## config.mk

```make
export PLATFORM = sky130hd
export DESIGN_NAME = legv8_ctrl_seq_flat
export DESIGN_NICKNAME = d
export VERILOG_FILES = /design/src/rtl/legv8_ctrl_seq_if.sv /design/src/rtl/legv8_ctrl_seq.sv /design/src/flat_wrapper.sv
export SDC_FILE = /design/constraint.sdc
export NUM_CORES = 1
export LEC_CHECK = 0
export ABC_AREA = 1
export CAP_MARGIN = 15
export CORE_MARGIN = 4
export CORE_UTILIZATION = 44
export DETAILED_ROUTE_END_ITERATION = 12
export GPL_TIMING_DRIVEN = 1
export PLACE_DENSITY = 0.8
export RECOVER_POWER = 25
export SYNTH_ARGS = -nofsm -noshare
export SYNTH_HDL_FRONTEND = slang
export SYNTH_SLANG_ARGS = --single-unit
```

## constraint.sdc

```tcl
create_clock -name clk -period 1.9 [get_ports clk]
set_input_delay 0.57 -clock clk [delete_from_list [all_inputs] [get_ports clk]]
set_output_delay 0.57 -clock clk [all_outputs]
set_load 0.05 [all_outputs]
```

## src/rtl/legv8_ctrl_seq_if.sv

```systemverilog
// Instruction handshake between the upstream instruction source and legv8_ctrl_seq.
// A word moves only on a rising edge where instr_valid and instr_ready are both high.
// The source must hold instr stable while instr_valid is high and instr_ready is low.
interface legv8_ctrl_seq_if;
  logic [31:0] instr;
  logic        instr_valid;
  logic        instr_ready;

  modport master (output instr, output instr_valid, input instr_ready);
  modport slave  (input instr, input instr_valid, output instr_ready);
endinterface

```

## src/rtl/legv8_ctrl_seq.sv

```systemverilog
// Multi-cycle LEGv8 R/I-type control sequencer driving the alu_reg control word.
// The macro LEGV8_FLAG_SET_EN enables ADDS/SUBS decoding and the NZCV flags register.
module legv8_ctrl_seq #(
  parameter int XZR_IDX = 31,
  parameter int KW      = 64
) (
  input  logic                 clk,
  input  logic                 rst,
  legv8_ctrl_seq_if.slave      up,
  input  logic [3:0]           status,
  output logic [4:0]           fs,
  output logic [4:0]           addrA,
  output logic [4:0]           addrB,
  output logic [4:0]           addrR,
  output logic [KW-1:0]        k,
  output logic                 s,
  output logic                 c0,
  output logic                 w,
  output logic                 busy,
  output logic                 illegal,
  output logic [3:0]           flags,
  output logic [1:0]           dbg_state
);

  localparam logic [1:0] IDLE   = 2'd0;
  localparam logic [1:0] DECODE = 2'd1;
  localparam logic [1:0] EXEC   = 2'd2;
  localparam logic [1:0] WB     = 2'd3;
  localparam logic [4:0] XZR    = 5'(XZR_IDX);

  logic [1:0]    state;
  logic [31:0]   ir;
  logic          d_legal;
  logic [4:0]    d_fs;
  logic [4:0]    d_b;
  logic [KW-1:0] d_k;
  logic          d_s;
  logic          d_c0;
`ifdef LEGV8_FLAG_SET_EN
  logic          d_upd;
`endif

  assign up.instr_ready = (state == IDLE);
  assign busy           = (state != IDLE);
  assign dbg_state      = state;

  // R-type opcodes are tried first; I-type only decodes when no R-type matches.
  always_comb begin
    d_legal = 1'b0;
    d_fs    = 5'b0;
    d_b     = 5'b0;
    d_k     = '0;
    d_s     = 1'b0;
    d_c0    = 1'b0;
`ifdef LEGV8_FLAG_SET_EN
    d_upd   = 1'b0;
`endif
    case (ir[31:21])
      11'b10001011000: begin d_legal = 1'b1; d_fs = 5'b01000; d_b = ir[20:16]; end
      11'b11001011000: begin d_legal = 1'b1; d_fs = 5'b01001; d_b = ir[20:16]; d_c0 = 1'b1; end
      11'b10001010000: begin d_legal = 1'b1; d_fs = 5'b00000; d_b = ir[20:16]; end
      11'b10101010000: begin d_legal = 1'b1; d_fs = 5'b00100; d_b = ir[20:16]; end
      11'b11001010000: begin d_legal = 1'b1; d_fs = 5'b01100; d_b = ir[20:16]; end
      11'b11010011011: begin
        d_legal = 1'b1; d_fs = 5'b10000; d_b = ir[20:16]; d_s = 1'b1;
        d_k = {{(KW-6){1'b0}}, ir[15:10]};
      end
      11'b11010011010: begin
        d_legal = 1'b1; d_fs = 5'b10100; d_b = ir[20:16]; d_s = 1'b1;
        d_k = {{(KW-6){1'b0}}, ir[15:10]};
      end
`ifdef LEGV8_FLAG_SET_EN
      11'b10101011000: begin d_legal = 1'b1; d_fs = 5'b01000; d_b = ir[20:16]; d_upd = 1'b1; end
      11'b11101011000: begin
        d_legal = 1'b1; d_fs = 5'b01001; d_b = ir[20:16]; d_c0 = 1'b1; d_upd = 1'b1;
      end
`endif
      default: begin
        case (ir[31:22])
          10'b1001000100: begin d_legal = 1'b1; d_fs = 5'b01000; end
          10'b1101000100: begin d_legal = 1'b1; d_fs = 5'b01001; d_c0 = 1'b1; end
          10'b1001001000: begin d_legal = 1'b1; d_fs = 5'b00000; end
          10'b1011001000: begin d_legal = 1'b1; d_fs = 5'b00100; end
          10'b1101001000: begin d_legal = 1'b1; d_fs = 5'b01100; end
          default: ;
        endcase
        if (d_legal) begin
          d_s = 1'b1;
          d_k = {{(KW-12){1'b0}}, ir[21:10]};
        end
      end
    endcase
  end

  always_ff @(posedge clk or negedge rst) begin
    if (!rst) begin
      state   <= IDLE;
      ir      <= 32'b0;
      fs      <= 5'b0;
      addrA   <= 5'b0;
      addrB   <= 5'b0;
      addrR   <= 5'b0;
      k       <= '0;
      s       <= 1'b0;
      c0      <= 1'b0;
      w       <= 1'b0;
      illegal <= 1'b0;
    end else begin
      w       <= 1'b0;
      illegal <= 1'b0;
      case (state)
        IDLE: begin
          if (up.instr_valid) begin
            ir    <= up.instr;
            state <= DECODE;
          end
        end
        DECODE: begin
          if (d_legal) begin
            fs    <= d_fs;
            addrA <= ir[9:5];
            addrB <= d_b;
            addrR <= ir[4:0];
            k     <= d_k;
            s     <= d_s;
            c0    <= d_c0;
            state <= EXEC;
          end else begin
            illegal <= 1'b1;
            state   <= IDLE;
          end
        end
        EXEC: begin
          // A write to the zero register is dropped; the walk through WB still happens.
          w     <= (addrR != XZR);
          state <= WB;
        end
        default: begin
          fs    <= 5'b0;
          addrA <= 5'b0;
          addrB <= 5'b0;
          addrR <= 5'b0;
          k     <= '0;
          s     <= 1'b0;
          c0    <= 1'b0;
          state <= IDLE;
        end
      endcase
    end
  end

`ifdef LEGV8_FLAG_SET_EN
  logic       upd_q;
  logic [3:0] flags_q;

  // Flags load on the WB exit edge, the same edge alu_reg commits the w write.
  always_ff @(posedge clk or negedge rst) begin
    if (!rst) begin
      upd_q   <= 1'b0;
      flags_q <= 4'b0;
    end else begin
      if (state == DECODE && d_legal) upd_q <= d_upd;
      if (state == WB && upd_q) flags_q <= status;
    end
  end
  assign flags = flags_q;
`else
  logic unused_status;
  assign unused_status = ^status;
  assign flags = 4'b0;
`endif

endmodule

```

## src/flat_wrapper.sv

```systemverilog
// flat-port wrapper written by rule: the top's interface ports become plain ports
module legv8_ctrl_seq_flat 
#(
  parameter int XZR_IDX = 31,
  parameter int KW      = 64
)
  (clk, rst, status, fs, addrA, addrB, addrR, k, s, c0, w, busy, illegal, flags, dbg_state, up_instr, up_instr_valid, up_instr_ready);
  legv8_ctrl_seq_if up_i ();
  input  logic clk;
  input  logic rst;
  input  logic [3:0] status;
  output logic [4:0] fs;
  output logic [4:0] addrA;
  output logic [4:0] addrB;
  output logic [4:0] addrR;
  output logic [KW-1:0] k;
  output logic s;
  output logic c0;
  output logic w;
  output logic busy;
  output logic illegal;
  output logic [3:0] flags;
  output logic [1:0] dbg_state;
  input wire logic [$bits(up_i.instr)-1:0] up_instr;
  input wire logic [$bits(up_i.instr_valid)-1:0] up_instr_valid;
  output wire logic [$bits(up_i.instr_ready)-1:0] up_instr_ready;
  assign up_i.instr = up_instr;
  assign up_i.instr_valid = up_instr_valid;
  assign up_instr_ready = up_i.instr_ready;
  legv8_ctrl_seq #(.XZR_IDX(XZR_IDX), .KW(KW)) u_core (.clk(clk), .rst(rst), .up(up_i), .status(status), .fs(fs), .addrA(addrA), .addrB(addrB), .addrR(addrR), .k(k), .s(s), .c0(c0), .w(w), .busy(busy), .illegal(illegal), .flags(flags), .dbg_state(dbg_state));
endmodule
```

# Word level (Yosys, flattened, before mapping)
# Cells that the tools add are included.
# W data, S select, Z words.
[word_totals]
mem_count = 0
rom_bits = 0
output_inout_bits = 96
elab_cells = 71
reg_bits = 122
mem_bits_rw = 0
latchBits = 0
inputBits = 39
[classes]
muxes = 32
n_mul = 0
n_addsub = 0
n_reduce_logical = 10
bitwise = 1
magnitude_cmp = 0
eq_ne = 17
shifts = 0
div_mod_pow = 0
[ops]
columns = ["operator", "count"]
rows = [
  ["$pmux W64 S2", 2],
  ["$eq A11 B11 Y1 const B", 7],
  ["$mux W64", 1],
  ["$eq A10 B10 Y1 const B", 5],
  ["$pmux W5 S2", 4],
  ["$pmux W5 S7", 1],
  ["$mux W5", 5],
  ["$pmux W4 S4", 1],
  ["$mux W12", 1],
  ["$mux W1", 10],
  ["$reduce_or A5 Y1", 2],
  ["$pmux W1 S2", 4],
  ["$reduce_or A7 Y1", 1],
  ["$pmux W2 S3", 1],
  ["$reduce_or A6 Y1", 1],
  ["$ne A5 B5 Y1 const B", 1],
  ["$mux W2", 2],
  ["$reduce_and A2 Y1", 2],
  ["$reduce_or A2 Y1", 2],
  ["$eq A2 B1 Y1 const B", 1],
  ["$eq A2 B2 Y1 const B", 1],
  ["$logic_not A2 Y1", 1],
  ["$ne A2 B1 Y1 const B", 1],
  ["$ne A2 B2 Y1 const B", 1],
  ["other kinds (2)", 2],
]

# Logic depth before layout (Yosys ltp)
[depth]
ltp_word = 8
mapped_depth = 11
depth_no_buf = 11

# Least setup slack after synthesis
# OpenSTA, ideal clock, no wires.
[synth_timing]
path_type = "flip-flop to output port"
startpoint = "reg u_core.state[0] (netlist: u_core.dbg_state[0])"
endpoint = "out busy"
path_stages_with_launch = 3
setup_slack_ns = -0.556
path_buffers = 0
t_arrival_ns = 1.886
t_required_ns = 1.330
path_cell_list = "dfrtp_1 > nor2_1 > inv_1"
[synth_via]
elab_chain_cells = 1
[synth_rtl]
columns = ["element", "line", "text"]
rows = [
  ["from (decl)", "legv8_ctrl_seq.sv:31", "logic [1:0] state;"],
  ["from (signal assigned)", "legv8_ctrl_seq.sv:97", "state <= IDLE;"],
  ["from (signal assigned)", "legv8_ctrl_seq.sv:115", "state <= DECODE;"],
  ["from (signal assigned)", "legv8_ctrl_seq.sv:127", "state <= EXEC;"],
  ["$reduce_bool A2 Y1", "legv8_ctrl_seq.sv:44", "assign busy = (state != IDLE);"],
  ["to (decl)", "flat_wrapper.sv:20", "output logic busy;"],
]
# Every way passes these cells.

# Final worst setup path
[layout_timing]
startpoint = "reg u_core.state[1] (netlist: u_core.dbg_state[1])"
endpoint = "out busy"
# The elaborated chain is that of the path after synthesis.

==> impl_metrics.ini <==
[outcome]
status = finished clean

[timing]
timing.clock.skew_ps = 11.1
worst_slew_pin_slew_ps = 914
hold_viol = 0
slew_viol_final = 0
min_period_over_period_pct = 94.4
hold_slack_ps = 464
slew_headroom_pct = 39.0
period_minus_slack_ps = 1790
setup_viol = 0
rsz0062_at_grt = false
fmax_ghz = 0.557
tns_ps = 0

[worst_setup_path]
cp-start-kind = flop
cp.arrival_ps = 1220
cp-end-kind = output port
path_max_fanout = 5
cp.required_ps = 1330
worstRegToRegCells = 11
critical_path_class = flop to output port

[power_and_ir_drop]
power_density_mw_per_mm2 = 1250
vdd_drop_max_mv = 0.602
leakagePower_nw = 2.34
total_power_mw = 5.40

[detailed_routing]
postRouteWirelength_um = 7000
wl_per_cell_um = 12.1
via_per_inst = 4.43
dr_total_vias = 2569
dr.pass1.iters = 4
drt-initial-drc-count = 66
drcViolationCount = 0
ant_nets = 0

[synthesis]
syn_inst = 392
ys_seq_area_share_pct = 49.3
yosys.area.top_type = dfrtp_1
netlist_area_mm2 = 0.00350
netlist.area_leader.share_pct = 49.3
synth.distinct_cells = 25
synthTopCellsByArea = dfrtp_1 49%, nand2_1 12%, buf_4 12%
ys_warn_count = 0
syn_avg_cell_area_um2 = 8.93
ys_seq_elements = 69

[clock_tree]
h-tree-depth = 3
clockRootBuffer = clkbuf_8
clkSinkCount = 69
clkLatencyLatePin_ps = 330
cts_buffers = 9
cts_buffer_depth = 2
hold_buffers = 0
clk_pin_slew_ps = 70
cts_tree = done

[floorplanning]
start_util_pct = 45.3
die-area_mm2 = 0.00944
die_y_um = 97.2
io_pins = 135
fp.dieW_um = 97.2
rows = 32
core_area_mm2 = 0.00773

[placed_design]
hpwlAfterDp_um = 5350
numPortBuffers = 73
place.gp.congestion = 0.967

[finish]
fin_nets = 512
area_growth_pct = 23.8
drive_gt1_share_pct = 22.4
diodes = 0

[global_routing]
grt-ovfl-total = 0
grt_pass1_vias = 2481
grt.total_usage_pct = 15.3
grt_pass1_wl_um = 11700
grt_max_degree = 70
grt_antenna_before_repair = 0

[hold_path]
hp-class = input port to async pin

[run]
drv_cap = 0
-- cells in the mapped netlist, drive strengths merged --
library cell and number:
nor3 1, buf 65, o211a 1, nor2 38, a21oi 13, inv 26
conb 1, dfrtp 69, nand4 1, nand3 32, clkbuf 1, and3 2
mux2 21, o21ai 1, nand2 120
-- worst paths after layout --
path                                     start                   to  slack [ps]
max                        u_core.dbg_state[1]                 busy         110
min in group clk                  u_core.ir[4]      u_core.addrR[4]         470
max in group asynchronous                  rst  u_core.dbg_state[1]         800
min                                        rst         u_core.ir[3]         460
min reg2reg                       u_core.ir[4]      u_core.addrR[4]         470
max reg2reg                      u_core.ir[22]          u_core.k[2]         280
-- flip-flops by register name, indices dropped and copies added, names as in the netlist, 2 cells and up --
name              flops
u_core.addrA          5
u_core.addrB          5
u_core.addrR          5
u_core.dbg_state      2
u_core.fs             4
u_core.ir            32
u_core.k             12
-- stage by stage --
stage / instances / util (%) / setup WS (ps) / cell area [um^2]
global placement: 563 / 53.2 / 63.5 / 4110
finish: 580 / 56.1 / 106 / 4330
detailed placement: 563 / 53.2 / 53.7 / 4110
global route: 580 / 56.1 / 17.0 / 4330
floorplan: 448 / - / 11.5 / 3720
CTS: 579 / 55.8 / 52.7 / 4310
-- routing by layer --
metal  share of wire (%)  wire length, um  global-route usage [%]  vias to the layer above
li1                    -                -                       -                     1281
met1                  42             2930                    18.6                     1187
met5                   0                0                       0                        -
met2                  50             3530                    26.2                       95
met4                0.90               63                    4.97                        0
met3                 6.9              480                    4.38                        6
-- cells by family (layout without fill, tap and decap cells) --
kind of cell           after synthesis  count (layout)  synth area share (%)
AO/OA/AOI/OAI                       15              15                  2.61
other                                1              57                 0.107
AND/OR/NAND/NOR                    194             194                  24.2
flip-flops                          69              69                  49.3
buffers and inverters               92             122                  17.0
multiplexers                        21              21                  6.76
-- worst max-delay path, cell delays in order, from the launching register on --
cell and delay (ps):
dfrtp_2 470, nor2_4 170, inv_1 100, buf_12 160
-- layout by cell type (no fill, tap or decap), types with 2 or more instances in the layout --
master and n:
conb_1 57, mux2_2 21, dfrtp_1 68, buf_12 7, clkdlybuf4s50_1 33, nor2_1 32, nand2_1 116, inv_2 7
a21oi_1 12, clkbuf_8 10, nor2_2 2, nor2_4 4, clkinvlp_4 2, inv_1 19, nand3_2 4, nand2_2 3
buf_4 38, and3_1 2, nand3_1 27
-- what timing repair did --
action,CTS,global route
setup endpoints to repair,0,27
resized for setup,0,3
buffers inserted,0,1
-- area by class of cell --
cell class,instances,area [um^2]
repair buffers,80,768
clock buffers,11,141
multi-input cells,287,1410
inverters,26,97.6
clock inverters,5,58.8
flip-flops and latches,69,1730
well taps,102,128
fillers,708,3400
-- power by group --
part	total, mW	switching [mW]	internal, mW
registers	2.14	0.282	1.86
logic	2.07	1.32	0.742
clock network	1.19	0.547	0.645
total	5.40	2.15	3.24
Power figures use the tool's default switching activity.
